==> src/rtl/rlbp_seq_pkg.sv <==
// ----------------------------------------------------------------------------
// rlbp_seq_pkg
// Shared definitions for the RLBP window sequencer: the FSM state encoding,
// the 3x3 nibble window geometry and a helper that maps a nibble index to the
// core row register (1..3) it belongs to.
// ----------------------------------------------------------------------------
package rlbp_seq_pkg;

    typedef enum logic [2:0] {
        ST_IDLE = 3'd0,
        ST_CLR  = 3'd1,
        ST_LOAD = 3'd2,
        ST_FIRE = 3'd3,
        ST_WAIT = 3'd4,
        ST_NEXT = 3'd5,
        ST_DONE = 3'd6
    } state_t;

    localparam int NIBBLES_PER_WIN = 9;
    localparam int NIBBLES_PER_ROW = 3;
    localparam int NIB_IDX_W       = 4;

    // Index 0-2 -> row 1, 3-5 -> row 2, 6-8 -> row 3.
    function automatic logic [1:0] row_of(input logic [NIB_IDX_W-1:0] idx);
        if (idx < NIB_IDX_W'(NIBBLES_PER_ROW))
            return 2'd1;
        else if (idx < NIB_IDX_W'(2 * NIBBLES_PER_ROW))
            return 2'd2;
        else
            return 2'd3;
    endfunction

endpackage

==> src/rtl/rlbp_seq_watchdog.sv <==
// ----------------------------------------------------------------------------
// rlbp_seq_watchdog
// WAIT-state watchdog for rlbp_seq_ctrl. Compiled only when the macro
// RLBP_SEQ_TIMEOUT_EN is defined.
// Down-counter reloaded with TIMEOUT_CYC-1 on clr; it decrements on every
// enabled cycle and expire flags the enabled cycle in which it reaches zero,
// i.e. the TIMEOUT_CYC-th enabled cycle after a clear.
// Ports:
//   clk    - clock, rising edge
//   rst    - asynchronous active-high reset
//   clr    - reload the counter
//   en     - count this cycle (FSM in WAIT)
//   expire - terminal count reached during an enabled cycle
// ----------------------------------------------------------------------------
`ifdef RLBP_SEQ_TIMEOUT_EN
module rlbp_seq_watchdog #(
    parameter int TIMEOUT_CYC = 255
) (
    input  logic clk,
    input  logic rst,
    input  logic clr,
    input  logic en,
    output logic expire
);

    localparam int CNT_W = (TIMEOUT_CYC > 1) ? $clog2(TIMEOUT_CYC + 1) : 1;
    localparam logic [CNT_W-1:0] LOAD_VAL = CNT_W'(TIMEOUT_CYC - 1);

    logic [CNT_W-1:0] cnt_q;

    always_ff @(posedge clk or posedge rst) begin
        if (rst)
            cnt_q <= LOAD_VAL;
        else if (clr)
            cnt_q <= LOAD_VAL;
        else if (en && (cnt_q != '0))
            cnt_q <= cnt_q - 1'b1;
    end

    assign expire = en && (cnt_q == '0);

endmodule
`endif

==> src/rtl/rlbp_seq_ctrl.sv <==
// ----------------------------------------------------------------------------
// rlbp_seq_ctrl
// Frame sequencer for the RLBP core: for each of num_win windows it clears
// the core, streams 9 pixel nibbles into the three row registers, fires the
// core and waits for its result.
// Optional feature: define RLBP_SEQ_TIMEOUT_EN to add a WAIT watchdog
// (rlbp_seq_watchdog) that ends the frame with err_timeout_o after
// TIMEOUT_CYC cycles without core_done_i. Without it WAIT never times out.
//
// state | meaning
// IDLE  | no frame; start_i accepted here only
// CLR   | reset_fsm_o pulse, nibble index cleared
// LOAD  | accept 9 nibbles, steer them to row 1/2/3
// FIRE  | core_start_o pulse, watchdog reload
// WAIT  | wait for core_done_i (or watchdog expiry)
// NEXT  | win_done_o pulse, window count + 1
// DONE  | frame_done_o pulse
//
// Ports:
//   wb_clk_i, wb_rst_i        - clock / async active-high reset
//   start_i, abort_i          - frame start pulse / abort level
//   num_win_i                 - windows per frame, latched on start
//   pix_valid_i, pix_data_i   - nibble stream in; pix_ready_o = accept
//   d_o, ce_d1_o..ce_d3_o     - nibble and row load enables to the core
//   reset_fsm_o, core_start_o - core clear / start pulses
//   core_done_i               - core result ready
//   win_done_o, frame_done_o  - completion pulses
//   busy_o, win_cnt_o         - not IDLE / windows completed
//   err_timeout_o             - sticky watchdog flag
// ----------------------------------------------------------------------------
module rlbp_seq_ctrl
    import rlbp_seq_pkg::*;
#(
    parameter int TIMEOUT_CYC = 255,
    parameter int WIN_W       = 8
) (
    input  logic             wb_clk_i,
    input  logic             wb_rst_i,
    input  logic             start_i,
    input  logic             abort_i,
    input  logic [WIN_W-1:0] num_win_i,
    input  logic             pix_valid_i,
    input  logic [3:0]       pix_data_i,
    output logic             pix_ready_o,
    output logic [3:0]       d_o,
    output logic             ce_d1_o,
    output logic             ce_d2_o,
    output logic             ce_d3_o,
    output logic             reset_fsm_o,
    output logic             core_start_o,
    input  logic             core_done_i,
    output logic             win_done_o,
    output logic             frame_done_o,
    output logic             busy_o,
    output logic [WIN_W-1:0] win_cnt_o,
    output logic             err_timeout_o
);

    if (TIMEOUT_CYC < 1) begin : g_bad_timeout
        $error("rlbp_seq_ctrl: TIMEOUT_CYC must be at least 1");
    end

    state_t               state_q, state_d;
    logic [NIB_IDX_W-1:0] nib_idx_q;
    logic [WIN_W-1:0]     num_win_q;
    logic [WIN_W-1:0]     win_cnt_q;
    logic [WIN_W-1:0]     win_cnt_inc;
    logic                 start_acc;
    logic                 nib_acc;
    logic                 nib_last;
    logic                 wd_expire;
    logic [1:0]           row;

    // abort_i beats start_i, so an aborted start must not touch the latches.
    assign start_acc   = (state_q == ST_IDLE) && start_i && !abort_i;
    assign nib_acc     = (state_q == ST_LOAD) && pix_valid_i;
    assign nib_last    = (nib_idx_q == NIB_IDX_W'(NIBBLES_PER_WIN - 1));
    assign win_cnt_inc = win_cnt_q + 1'b1;
    assign row         = row_of(nib_idx_q);

`ifdef RLBP_SEQ_TIMEOUT_EN
    logic err_timeout_q;

    rlbp_seq_watchdog #(
        .TIMEOUT_CYC (TIMEOUT_CYC)
    ) u_watchdog (
        .clk    (wb_clk_i),
        .rst    (wb_rst_i),
        .clr    (state_q == ST_FIRE),
        .en     (state_q == ST_WAIT),
        .expire (wd_expire)
    );

    // core_done_i in the expiry cycle wins: the window completes normally.
    always_ff @(posedge wb_clk_i or posedge wb_rst_i) begin
        if (wb_rst_i)
            err_timeout_q <= 1'b0;
        else if (start_acc)
            err_timeout_q <= 1'b0;
        else if ((state_q == ST_WAIT) && wd_expire && !core_done_i && !abort_i)
            err_timeout_q <= 1'b1;
    end

    assign err_timeout_o = err_timeout_q;
`else
    assign wd_expire     = 1'b0;
    assign err_timeout_o = 1'b0;
`endif

    always_ff @(posedge wb_clk_i or posedge wb_rst_i) begin
        if (wb_rst_i)
            state_q <= ST_IDLE;
        else
            state_q <= state_d;
    end

    always_comb begin
        state_d = state_q;
        if (abort_i) begin
            state_d = ST_IDLE;
        end else begin
            case (state_q)
                ST_IDLE: if (start_i) state_d = (num_win_i == '0) ? ST_DONE : ST_CLR;
                ST_CLR:  state_d = ST_LOAD;
                ST_LOAD: if (pix_valid_i && nib_last) state_d = ST_FIRE;
                ST_FIRE: state_d = ST_WAIT;
                ST_WAIT: begin
                    if (core_done_i)
                        state_d = ST_NEXT;
                    else if (wd_expire)
                        state_d = ST_DONE;
                end
                ST_NEXT: state_d = (win_cnt_inc == num_win_q) ? ST_DONE : ST_CLR;
                ST_DONE: state_d = ST_IDLE;
                default: state_d = ST_IDLE;
            endcase
        end
    end

    // Outputs are decoded from the state register only (plus the LOAD
    // pass-through of the nibble stream), so every pulse is one clean cycle.
    always_comb begin
        pix_ready_o  = 1'b0;
        d_o          = 4'h0;
        ce_d1_o      = 1'b0;
        ce_d2_o      = 1'b0;
        ce_d3_o      = 1'b0;
        reset_fsm_o  = 1'b0;
        core_start_o = 1'b0;
        win_done_o   = 1'b0;
        frame_done_o = 1'b0;
        busy_o       = (state_q != ST_IDLE);
        case (state_q)
            ST_CLR:  reset_fsm_o = 1'b1;
            ST_LOAD: begin
                pix_ready_o = 1'b1;
                d_o         = pix_data_i;
                ce_d1_o     = pix_valid_i && (row == 2'd1);
                ce_d2_o     = pix_valid_i && (row == 2'd2);
                ce_d3_o     = pix_valid_i && (row == 2'd3);
            end
            ST_FIRE: core_start_o = 1'b1;
            ST_NEXT: win_done_o   = 1'b1;
            ST_DONE: frame_done_o = 1'b1;
            default: ;
        endcase
    end

    // The equality check in NEXT ends the frame before win_cnt can wrap.
    always_ff @(posedge wb_clk_i or posedge wb_rst_i) begin
        if (wb_rst_i) begin
            nib_idx_q <= '0;
            num_win_q <= '0;
            win_cnt_q <= '0;
        end else begin
            if (start_acc) begin
                num_win_q <= num_win_i;
                win_cnt_q <= '0;
            end else if ((state_q == ST_NEXT) && !abort_i) begin
                win_cnt_q <= win_cnt_inc;
            end

            if (state_q == ST_CLR)
                nib_idx_q <= '0;
            else if (nib_acc)
                nib_idx_q <= nib_idx_q + 1'b1;
        end
    end

    assign win_cnt_o = win_cnt_q;

endmodule

==> config.mk <==
export PLATFORM = sky130hd
export DESIGN_NAME = rlbp_seq_ctrl
export DESIGN_NICKNAME = d
export VERILOG_FILES = /design/src/rtl/rlbp_seq_pkg.sv /design/src/rtl/rlbp_seq_watchdog.sv /design/src/rtl/rlbp_seq_ctrl.sv
export SDC_FILE = /design/constraint.sdc
export NUM_CORES = 1
export LEC_CHECK = 0
export CELL_PAD_IN_SITES_DETAIL_PLACEMENT = 1
export CELL_PAD_IN_SITES_GLOBAL_PLACEMENT = 1
export CORE_MARGIN = 1
export CORE_UTILIZATION = 35
export CTS_CLUSTER_SIZE = 10
export DETAILED_ROUTE_END_ITERATION = 16
export GPL_ROUTABILITY_DRIVEN = 0
export PLACE_DENSITY = 0.78
export SLEW_MARGIN = 20
export SYNTH_ARGS = -nofsm -noshare
export SYNTH_HDL_FRONTEND = slang
export SYNTH_SLANG_ARGS = --single-unit
==> constraint.sdc <==
create_clock -name wb_clk_i -period 2.31 [get_ports wb_clk_i]
set_clock_uncertainty 0.1 [all_clocks]
set_input_delay 0.3465 -clock wb_clk_i [delete_from_list [all_inputs] [get_ports wb_clk_i]]
set_output_delay 0.3465 -clock wb_clk_i [all_outputs]
set_load 0.01 [all_outputs]
Word level (Yosys, flattened, before mapping)
Index checks and enable logic that the tools add are counted.
{ "word_totals": {"output_inout_bits": 22, "word_cells": 59, "in_bits": 18, "reg_bits": 23} }
{ "classes": {"n_addsub": 2, "n_eq_ne": 14, "order_cmp": 2, "reduce_logical": 15, "mux": 22} }
{ "op_table": {"columns": ["op", "n"], "rows": [
  ["two-way mux 3 bit", 6],
  ["case mux 3 bit (6 select lines)", 1],
  ["two-way mux 8 bit", 2],
  ["two-way mux 4 bit", 3],
  ["== test 3 bit (second input constant)", 3],
  ["two-way mux 1 bit", 9],
  ["adder 8 x 1 -> 8 bit (second input constant)", 1],
  ["== test 8 bit", 1],
  ["logical AND 1 bit", 8],
  ["zero test 8 bit", 1],
  ["== test 3 x 2 -> 1 bit (second input constant)", 2],
  ["inequality test 3 bit (second input constant)", 2],
  ["adder 4 x 1 -> 4 bit (second input constant)", 1],
  ["== test 2 bit (second input constant)", 2],
  ["== test 4 bit (second input constant)", 1],
  ["< comparator 4 x 2 -> 1 bit (second input constant)", 1],
  ["< comparator 4 x 3 -> 1 bit (second input constant)", 1],
  ["nonzero test 2 bit", 2],
  ["== test 3 x 1 -> 1 bit (second input constant)", 1],
  ["zero test 3 bit", 1],
  ["inequality test 3 x 2 -> 1 bit (second input constant)", 1],
  ["AND reduction 3 bit", 1],
  ["nonzero test 3 bit", 1],
  ["== test 2 x 1 -> 1 bit (second input constant)", 1],
  ["other kinds (2)", 2]
]} }

Logic depth before layout (Yosys ltp)
Gate-level depths: netlist of the first run.
{ "logic_depth": {"depth_word": 6, "mapped_depth": 7, "ltp_nobuf": 6} }

Worst setup path after synthesis of the first run
Ideal clock, no wire load.
{ "synth_path": {"kind": "flip-flop to flip-flop", "start": "register win_cnt_q[0], in the netlist win_cnt_o[0]", "end": "register state_q[0]", "slack_ns": 0.314, "arrival_time_ns": 1.774, "path_buffers": 0, "synth_period_minus_slack_ns": 1.996, "setup_ns": 0.122, "path_stages_with_launch": 7, "required_time_ns": 2.088, "cell_sequence": "dfrtp_1 ha_1 xnor3_2 o2111ai_2 nor4b_4 o211ai_2 o2111a_1"} }
{ "synth_between": {"elab_chain_cells": 5} }
{ "synth_lines": {"columns": ["item", "line", "rtl"], "rows": [
  ["from (decl)", "rlbp_seq_ctrl.sv:66", "logic [WIN_W-1:0] win_cnt_q;"],
  ["from (signal assigned)", "rlbp_seq_ctrl.sv:180", "win_cnt_q <= win_cnt_inc;"],
  ["adder 8 x 1 -> 8 bit", "rlbp_seq_ctrl.sv:78", "assign win_cnt_inc = win_cnt_q + 1'b1;"],
  ["== test 8 bit", "rlbp_seq_ctrl.sv:133", "ST_NEXT: state_d = (win_cnt_inc == num_win_q) ? ST_DONE : ST_CLR;"],
  ["two-way mux 3 bit", "rlbp_seq_ctrl.sv:133", null],
  ["case mux 3 bit (6 select lines)", "rlbp_seq_ctrl.sv:122", "case (state_q)"],
  ["two-way mux 3 bit", "rlbp_seq_ctrl.sv:119", "if (abort_i) begin"],
  ["to (signal assigned)", "rlbp_seq_ctrl.sv:114", "state_q <= state_d;"],
  ["to (decl)", "rlbp_seq_ctrl.sv:63", "state_t state_q, state_d;"]
]} }
No other way between the ends.
A chain may end at the register's enable or synchronous reset.

Final worst setup path of the first run
{ "layout_path": {"start": "register state_q[0]", "end": "output reset_fsm_o"} }
{ "layout_between": {"elab_chain_cells": 2} }
{ "layout_lines": {"columns": ["item", "line", "rtl"], "rows": [
  ["== test 3 x 1 -> 1 bit", "rlbp_seq_ctrl.sv:153", "case (state_q)"],
  ["two-way mux 1 bit", "rlbp_seq_ctrl.sv:153", null],
  ["to (decl)", "rlbp_seq_ctrl.sv:49", "output logic reset_fsm_o,"]
]} }
No other way between the ends.

==> results by group, run 1 <==
Outcome
  • Status: completed

Detailed routing
  • DRC violations left: 0
  • DR iter-0 viols: 39
  • Via-to-Cell Ratio: 5.46
  • Post-Route WL: 4160 um
  • Post-DRT Antenna Nets: 0
  • First-pass DRT Iterations: 4
  • Routed vias: 1,370
  • Wire length per cell: 16.6 um

Global route
  • Number of global-route vias before repair: 1,416
  • Largest net degree at the start of global routing: 24
  • GRT Util Overall: 19.9%
  • Initial antenna violation count: 0
  • First-pass GRT wire length: 6840 um
  • Global route overflow: 0

Die
  • Row Count: 23
  • DIE WIDTH: 68.4 um
  • Chip height: 68.4 um
  • Initial Utilization: 37.5%
  • I/O pin count: 40
  • Die Area: 0.00468 mm^2
  • Core ar.: 0.00412 mm^2

Setup path
  • Crit path max fanout: 10
  • CP arrival: 1.76 ns
  • Worst Path Required: 1.86 ns
  • WS Path Type: register to output port
  • Master of the slowest instance on the critical path: clkdlybuf4s50_1
  • Crit. End Element: output port
  • Cell Chain, Critical Path: buf_4 -> inv_1 -> nor3_1 -> clkdlybuf4s50_1
  • Startpoint Class: register
  • Slowest stage delay, CP: 0.60 ns

Power and ir drop
  • Leakage: 0.880 nW
  • Comb power frac: 28.4%
  • Seq pwr share: 47.4%
  • Switching power share of the total: 29.9%
  • Sw power: 0.315 mW
  • Clk pwr share: 24.2%
  • P_int: 0.739 mW
  • Peak VDD IR: 0.300 mV
  • Power per cell area: 517 mW/mm^2

Synth
  • Post-Synth Simple-Gate Area: 22.9%
  • Seq/Total Area, Yosys: 37.3%
  • Mapped Area: 0.00154 mm^2
  • Multiplexer share of the synthesized area: 8.43%
  • Main synth FF type: dfrtp_1
  • Synth Area in XOR/XNOR: 8.35%
  • Mean Syn Cell Area: 9.59 um^2
  • Cell variety after synth: 47
  • Main area contributors after synthesis: dfrtp_1 37%, mux2_2 5.1%, xnor2_1 4.5%
  • Combinational family with the most area after synthesis: simple AND/OR/NAND/NOR gates
  • Largest area contributor in the netlist: dfrtp_1
  • Ys Warns: 0
  • FF+latch count, synth: 23
  • Share of the synthesized area in the top cell type: 37.3%
  • FFs w/ async S/R, synth: 100%
  • Synth Area in Adders: 2.43%
  • Compound-Gate Fraction of Synth Area: 14.8%
  • Mapped Cells: 161
  • Post-synth net total: 182
  • Number of synthesized flops with an enable pin: 0

Run
  • Max-cap violation count: 0

Clock tree
  • Postcts setup bufs: 0
  • Reg clk slew, reported paths: 0.08 ns
  • CTS sink count: 23
  • Clk root buf: clkbuf_8
  • H-tree levels: 1
  • Hold buffer count at CTS: 0
  • Maximum clock insertion buffer count: 2
  • CTS Buf Count: 3
  • CTS tree: done
  • Clock latency on the worst-skew pair: 0.26 ns

Cells and area
  • Commonest non-fill, non-tap cell in the layout: clkdlybuf4s50_1
  • Layout area overhead: 32.1%
  • Diode count: 0
  • Share of layout cells above drive strength 1: 12.9%
  • Most frequent cells in the layout: 36 x clkdlybuf4s50_1, 23 x dfrtp_1, 16 x nor2_1
  • Nets: 223
  • Layout Cells excl Fill: 251
  • Fill cells: 480

Timing
  • Setup tns final: 0 ns
  • Fin. max-slew vios: 0
  • Max Freq: 453 MHz
  • RSZ-0062 raised after global routing: no
  • Fin crit period: 2.21 ns
  • Final-report setup violation count: 0
  • Fin crit share: 95.6%
  • Final hold violations: 0

Placed design
  • PortBufs: 38
  • Dpl hpwl: 3260 um
  • Inst Count DP: 247

Min path
  • Min-delay worst type: input pin to asynchronous set/reset pin
==> power groups by stage <==
| stage | registers [mW] | logic (mW) | clock network (mW) |
|---|---|---|---|
| floorplan | 0.488 | 0.200 | 0 |
| global placement | 0.502 | 0.287 | 0 |
| finish | 0.500 | 0.300 | 0.255 |
| detailed placement | 0.505 | 0.303 | 0 |
| CTS | 0.498 | 0.305 | 0.258 |
| global route | 0.506 | 0.333 | 0.276 |
==> synth_stat cells (2+ instances only) <==
cell and number:
a21oi_1 2, a31oi_1 2, and2_1 2, and3_1 8, buf_2 5, buf_4 2
dfrtp_1 23, ha_1 3, inv_1 7, mux2_2 7, mux2i_1 4, nand2_1 11
nand2b_1 2, nand3_1 2, nand4_1 4, nor2_1 17, nor2b_1 2, nor3_1 5
nor4_1 4, o21ai_0 7, o21ai_1 2, o41ai_1 4, or3_1 2, xnor2_1 8
xor2_1 4
==> final timing paths <==
kind                       slack [ns]                        to  depth (start not counted)                     start
min reg2reg                      0.43  num_win_q[0]$_DFFE_PP0P_                          1  num_win_q[0]$_DFFE_PP0P_
max                              0.10               reset_fsm_o                          4    state_q[0]$_DFFE_PP0P_
min                              0.32  win_cnt_o[7]$_DFFE_PP0P_                          3                  wb_rst_i
min in group wb_clk_i            0.43  num_win_q[0]$_DFFE_PP0P_                          1  num_win_q[0]$_DFFE_PP0P_
max reg2reg                      0.17    state_q[2]$_DFFE_PP0P_                          6  win_cnt_o[0]$_DFFE_PP0P_
max in group asynchronous        1.56  nib_idx_q[2]$_DFFE_PP0P_                          3                  wb_rst_i
==> state kept, by name (all words and copies together) (netlist names) <==
signal     cells
nib_idx_q      4
num_win_q      8
state_q        3
win_cnt_o      8
==> metrics by stage <==
step                utilization (%)  hold WS, ns  cell area (um^2)  setup slack [ns]  power (mW)
CTS                            49.4        0.334              2030           0.00182        1.06
global placement               48.3        0.403              1990             0.209       0.789
global route                   49.6        0.343              2040           0.00909        1.12
detailed placement             48.3        0.417              1990             0.163       0.808
finish                         49.6        0.319              2040             0.101        1.05
floorplan                         -        0.248              1540             0.314       0.689
==> logic make-up after synthesis <==
group / Yosys count
adders and majority gates: 3
xor gates and xnor gates: 13
other: 1
and+or+nand+nor: 63
DFF: 23
AOI/OAI and AO/OA: 29
buffers and inverters: 17
muxes: 12
==> worst max-delay path: cells and delay by family, from the launching register on <==
family,cells,cell delay (ns)
and+or+nand+nor,1,0.26
DFF,1,0.37
buffers and inverters,3,0.88
==> final cells by class <==
cell class	count	area [um^2]	area share, %
clock buffers	4	45.0	2.21
inverters	7	26.3	1.29
multi-input cells	121	885	43.4
flip-flops and latches	23	576	28.2
well taps	50	62.6	3.07
repair buffers	46	445	21.8
==> metal layers <==
metal	part of all wire (%)	wire [um]	track usage (%)
met1	44	1850	24.5
met2	52	2160	35.2
met3	1.8	73	2.67
met4	1.8	75	7.03
met5	0	0	0
==> repair_timing <==
action | in CTS | in global routing
endpoints found under the hold margin | 0 | 0
gates resized for setup | 0 | 3
setup endpoints to repair | 0 | 2
(Power assumes the default switching activity.)
==> run 2, diff against run 1 <==
--- a/config.mk
+++ b/config.mk
@@ -11,8 +11,10 @@
 export CORE_UTILIZATION = 35
 export CTS_CLUSTER_SIZE = 10
 export DETAILED_ROUTE_END_ITERATION = 16
+export DONT_BUFFER_PORTS = 1
 export GPL_ROUTABILITY_DRIVEN = 0
-export PLACE_DENSITY = 0.78
+export PLACE_DENSITY = 0.62
+export REMOVE_ABC_BUFFERS = 1
 export SLEW_MARGIN = 20
 export SYNTH_ARGS = -nofsm -noshare
 export SYNTH_HDL_FRONTEND = slang
==> constraint.sdc (replaced) <==
create_clock -name wb_clk_i -period 2.7 [get_ports wb_clk_i]
set_clock_uncertainty 0.1 [all_clocks]
set_input_delay 0.405 -clock wb_clk_i [delete_from_list [all_inputs] [get_ports wb_clk_i]]
set_output_delay 0.405 -clock wb_clk_i [all_outputs]
set_load 0.01 [all_outputs]
==> run 2 against run 1 <==
Register-to-register slack better by 0.38 ns; cell count down 18%; first-iteration DRC count up 18%; critical endpoint is now ce_d1_o; largest power group unchanged.
==> results by group, run 2 (synthesis gave the netlist of run 1 again) <==
Outcome
  • Status: completed

Cells and area
  • Fill cells: 474 (-1.3%)
  • Layout area overhead: 4.13%
  • Commonest non-fill, non-tap cell in the layout: dfrtp_1
  • Nets: 179 (-20%)
  • Diode count: 0 (unchanged)
  • Most frequent cells in the layout: 23 x dfrtp_1, 17 x nor2_1, 11 x nand2_1
  • Share of layout cells above drive strength 1: 12.7% (-0.20 points)

Detailed routing
  • Met3 Wirelength: 185 um (+150%)
  • Highest routed layer: met4
  • Post-Route WL: 3610 um (-13%)
  • Routed vias: 1,189 (-13%)
  • First-pass DRT Iterations: 4 (unchanged)
  • Met1 Wirelength: 1620 um (-12%)
  • DR iter-0 viols: 46 (+18%)
  • Post-DRT Antenna Nets: 0 (unchanged)
  • Metal2 WL: 1720 um (-20%)
  • Via-to-Cell Ratio: 5.74 (+5.2%)
  • DRC violations left: 0 (unchanged)
  • Wire length per cell: 17.4 um (+5.2%)

Timing
  • Worst setup margin: 0.256 ns (+0.155 ns)
  • RSZ-0062 raised after global routing: no
  • Final hold violations: 0 (unchanged)
  • Setup tns final: 0 ns (unchanged)
  • Fin. max-slew vios: 0 (unchanged)
  • Final-report setup violation count: 0 (unchanged)
  • WHS: 0.108 ns (-0.212 ns)
  • Fin crit share: 90.5%
  • Fin crit period: 2.44 ns
  • Max-Slew Margin vs Limit: 40.9%
  • Max Freq: 409 MHz
  • Worst-margin pin slew: 0.886 ns

Setup path
  • Cell Chain, Critical Path: nor2_1 -> and2_1 -> nand2_1 -> nor4_1
  • Startpoint Class: register
  • Worst Path Required: 2.19 ns (+0.33 ns)
  • CP arrival: 1.94 ns (+0.18 ns)
  • Worst path bufs/invs: 0 (-3)
  • Crit path max fanout: 11 (+1)
  • Delay-heaviest family, CP: simple AND/OR/NAND/NOR gates
  • Crit. End Element: output port
  • Master of the slowest instance on the critical path: dfrtp_1
  • WS Path Type: register to output port
  • Slowest stage delay, CP: 0.51 ns (-0.09 ns)

Power and ir drop
  • Power Total: 0.840 mW (-20%)
  • Leakage: 0.677 nW (-23%)
  • Power per cell area: 523 mW/mm^2 (+1.1%)
  • Peak VDD IR: 0.193 mV (-36%)

Clock tree
  • # resized after CTS: 0 (unchanged)
  • CTS tree: done
  • CTS sink count: 23 (unchanged)
  • H-tree levels: 1 (unchanged)
  • Maximum clock insertion buffer count: 2 (unchanged)
  • Clk root buf: clkbuf_8
  • CTS Buf Count: 3 (unchanged)
  • Hold buffer count at CTS: 0 (unchanged)
  • Postcts setup bufs: 0 (unchanged)
  • Clock latency on the worst-skew pair: 0.27 ns (about the same)
  • Reg clk slew, reported paths: 0.08 ns (about the same)

Die
  • I/O pin count: 40 (unchanged)
  • DIE WIDTH: 68.4 um (unchanged)
  • Core ar.: 0.00412 mm^2 (unchanged)
  • Chip height: 68.4 um (unchanged)
  • Die Area: 0.00468 mm^2 (unchanged)
  • Initial Utilization: 37.5% (unchanged)
  • Row Count: 23 (unchanged)

Run
  • Max-cap violation count: 0 (unchanged)

Global route
  • Global route overflow: 0 (unchanged)
  • GRT Util Overall: 17.9% (-2.1 points)
  • Largest net degree at the start of global routing: 24 (unchanged)
  • First-pass GRT wire length: 6020 um (-12%)
  • Number of global-route vias before repair: 1,239 (-13%)
  • Initial antenna violation count: 0 (unchanged)

Placed design
  • Dpl hpwl: 2780 um (-15%)
  • Place WS: 0.546 ns (+0.383 ns)
  • PortBufs: 0 (-100%)

Min path
  • Min-delay worst type: input pin to asynchronous set/reset pin
run 2: changes by cell type in the layout (fill, tap and decap cells not counted), sizes merged:
cell           change
buf                -6
clkinv             +1
clkdlybuf4s50     -36
clkbuf             -1
dlymetal6s2s       -2
run 2: metal layers:
| metal | vias up | global-route usage, % |
|---|---|---|
| met2 | 36 | 28.8 |
| li1 | 570 | - |
| met4 | 0 | 8.85 |
| met3 | 6 | 3.50 |
| met1 | 577 | 22.5 |
| met5 | - | 0 |
run 2: final timing paths:
check                                               from                  endpoint  slack (ns)  depth (start not counted)
min in group wb_clk_i                            abort_i    state_q[1]$_DFFE_PP0P_        0.12                          1
worst max register to register  win_cnt_o[0]$_DFFE_PP0P_    state_q[0]$_DFFE_PP0P_        0.55                          6
worst min-delay path                            wb_rst_i  win_cnt_o[3]$_DFFE_PP0P_        0.11                          1
worst max-delay path              state_q[0]$_DFFE_PP0P_                   ce_d1_o        0.26                          4
worst min register to register  num_win_q[6]$_DFFE_PP0P_  num_win_q[6]$_DFFE_PP0P_        0.42                          1
max in group asynchronous                       wb_rst_i  num_win_q[3]$_DFFE_PP0P_        1.85                          1
run 2: final cells by class:
class	instances	area [um^2]	share of cell area, %
flip-flops and latches	23	576	35.8
clock inverters	1	5.00	0.311
repair buffers	2	15.0	0.934
clock buffers	3	41.3	2.57
inverters	7	26.3	1.63
well taps	50	62.6	3.89
multi-input cells	121	882	54.9
run 2: per-stage QoR:
stage | instance area [um^2] | cells | util, %
floorplan | 1480 | 151 | -
global placement | 1560 | 203 | 37.9
detailed placement | 1560 | 203 | 37.9
CTS | 1610 | 207 | 39.1
global route | 1610 | 207 | 39.1
finish | 1610 | 207 | 39.1
run 2: report_power, final:
group | internal, mW | total, mW | leakage [nW] | switching [mW]
clock | 0.103 | 0.219 | 0.0255 | 0.116
sequential | 0.384 | 0.434 | 0.302 | 0.0503
combinational | 0.0974 | 0.187 | 0.350 | 0.0899
total | 0.584 | 0.840 | 0.677 | 0.256
==> run 3, diff against run 2 <==
--- a/config.mk
+++ b/config.mk
@@ -5,15 +5,16 @@
 export SDC_FILE = /design/constraint.sdc
 export NUM_CORES = 1
 export LEC_CHECK = 0
-export CELL_PAD_IN_SITES_DETAIL_PLACEMENT = 1
-export CELL_PAD_IN_SITES_GLOBAL_PLACEMENT = 1
+export CELL_PAD_IN_SITES_DETAIL_PLACEMENT = 2
+export CELL_PAD_IN_SITES_GLOBAL_PLACEMENT = 2
 export CORE_MARGIN = 1
 export CORE_UTILIZATION = 35
 export CTS_CLUSTER_SIZE = 10
 export DETAILED_ROUTE_END_ITERATION = 16
 export DONT_BUFFER_PORTS = 1
 export GPL_ROUTABILITY_DRIVEN = 0
-export PLACE_DENSITY = 0.62
+export GPL_TIMING_DRIVEN = 0
+export PLACE_DENSITY = 0.74
 export REMOVE_ABC_BUFFERS = 1
 export SLEW_MARGIN = 20
 export SYNTH_ARGS = -nofsm -noshare
==> run 3 against run 2 <==
Global-route usage increased by 0.91 points; worst hold slack gained 0.018 ns; non-clock buffer count shrank 2; clock power about the same; core utilization fell by 0.40 points; sequential cell count is the same; power about the same; critical path depth stayed put; critical endpoint unchanged; largest power group unchanged.
==> results by group, run 3 (synthesis gave the netlist of run 1 again) <==
Run
  • Max-cap violation count: 0 (unchanged)

Global route
  • Largest net degree at the start of global routing: 24 (unchanged)
  • GRT Util Overall: 18.8% (+0.91 points)
  • Global route overflow: 0 (unchanged)
  • First-pass GRT wire length: 6330 um (+5.3%)
  • Initial antenna violation count: 0 (unchanged)
  • Number of global-route vias before repair: 1,268 (+2.3%)

Detailed routing
  • DRC violations left: 0 (unchanged)
  • Via-to-Cell Ratio: 5.94 (+3.4%)
  • Wire length per cell: 19.5 um (+12%)
  • Routed vias: 1,218 (+2.4%)
  • Post-DRT Antenna Nets: 0 (unchanged)
  • DR iter-0 viols: 27 (-41%)
  • First-pass DRT Iterations: 3 (-1)
  • Post-Route WL: 4000 um (+11%)

Cells and area
  • Nets: 177 (-1.1%)
  • Commonest non-fill, non-tap cell in the layout: dfrtp_1
  • Layout Cells excl Fill: 205 (-0.97%)
  • Layout area overhead: 3.08%
  • Share of layout cells above drive strength 1: 11.0% (-1.8 points)
  • Fin util: 38.7% (-0.40 points)
  • Most frequent cells in the layout: 23 x dfrtp_1, 17 x nor2_1, 11 x nand2_1
  • Diode count: 0 (unchanged)

Clock tree
  • Reg clk slew, reported paths: 0.08 ns (about the same)
  • Clk root buf: clkbuf_8
  • CTS sink count: 23 (unchanged)
  • Postcts setup bufs: 0 (unchanged)
  • CTS Buf Count: 3 (unchanged)
  • Maximum clock insertion buffer count: 2 (unchanged)
  • CTS tree: done
  • H-tree levels: 1 (unchanged)
  • Clock latency on the worst-skew pair: 0.27 ns (about the same)
  • Hold buffer count at CTS: 0 (unchanged)
  • # resized after CTS: 0 (unchanged)

Setup path
  • Worst Path Required: 2.19 ns (about the same)
  • R2R Path Start: state_q[1]$_DFFE_PP0P_
  • Critical Path Start: state_q[0]$_DFFE_PP0P_
  • Crit. End Element: output port
  • WS Path Type: register to output port
  • Startpoint Class: register
  • Crit path max fanout: 11 (unchanged)
  • CP arrival: 1.98 ns (+0.04 ns)

Die
  • DIE WIDTH: 68.4 um (unchanged)
  • Initial Utilization: 37.5% (unchanged)
  • Chip height: 68.4 um (unchanged)
  • I/O pin count: 40 (unchanged)
  • Core ar.: 0.00412 mm^2 (unchanged)
  • Row Count: 23 (unchanged)
  • Die Area: 0.00468 mm^2 (unchanged)

Timing
  • Fin. max-slew vios: 0 (unchanged)
  • Max Freq: 403 MHz (-1.5%)
  • Fin crit period: 2.48 ns (+0.0362 ns)
  • Final-report setup violation count: 0 (unchanged)
  • Worst-margin pin slew: 0.924 ns (+0.0381 ns)
  • Setup tns final: 0 ns (unchanged)
  • Max-Slew Margin vs Limit: 38.3% (-2.5 points)
  • Fin crit share: 91.9% (+1.3 points)
  • RSZ-0062 raised after global routing: no
  • Final hold violations: 0 (unchanged)

Power and ir drop
  • Leakage: 0.664 nW (-1.9%)
  • Peak VDD IR: 0.187 mV (-3.2%)
  • Power per cell area: 528 mW/mm^2 (+1.0%)

Placed design
  • Inst Count DP: 201 (-0.99%)
  • Dpl hpwl: 3130 um (+12%)
  • PortBufs: 0 (unchanged)

Min path
  • Min-delay worst type: input pin to asynchronous set/reset pin

Outcome
  • Status: completed
[run 3: cell count changes in the layout (fill, tap and decap cells not counted), sizes merged]
cell / previous run / this run
buf: 2 / 0
clkbuf: 3 / 4
clkinv: 1 / 0
[run 3: metrics by stage]
stage	area, um^2	hold slack, ns	setup slack (ns)	total power, mW
after floorplan	1480	0.307	0.704	0.584
after global placement	1550	0.403	0.557	0.613
after detailed placement	1550	0.406	0.424	0.633
after CTS	1590	0.115	0.199	0.857
after global routing	1590	0.111	0.0490	0.894
final	1590	0.125	0.220	0.840
[run 3: critical path, cell delays in order (launching register included)]
cell     delay, ns
dfrtp_1       0.51
nor2_1        0.39
and2_1        0.27
nand2_1       0.11
nor4_1        0.42
[run 3: layer usage]
layer | vias up | track usage, % | routed length, um
li1 | 568 | - | -
met1 | 611 | 23.8 | 1810
met2 | 33 | 30.6 | 1940
met3 | 6 | 3.83 | 192
met4 | 0 | 7.81 | 59
met5 | - | 0 | 0
[run 3: final cells by class]
type	count	area [um^2]
multi-input combinational	121	882
tap	50	62.6
inverter	7	26.3
sequential	23	576
fill	467	2520
clock buffer	4	45.0
[run 3: path summary, 6_finish.rpt]
path	endpoint	slack (ns)	depth (start not counted)
max	ce_d1_o	0.22	4
min	win_cnt_o[0]$_DFFE_PP0P_	0.13	1
max reg2reg	win_cnt_o[3]$_DFFE_PP0P_	0.46	5
min reg2reg	num_win_q[6]$_DFFE_PP0P_	0.42	1
max in group asynchronous	num_win_q[6]$_DFFE_PP0P_	1.81	1
min in group wb_clk_i	state_q[2]$_DFFE_PP0P_	0.13	1
[run 3: report_power, final]
group	switching [mW]	leakage, nW	total, mW	internal, mW
clock	0.112	0.0228	0.218	0.106
combinational	0.0917	0.340	0.185	0.0938
sequential	0.0532	0.302	0.437	0.384
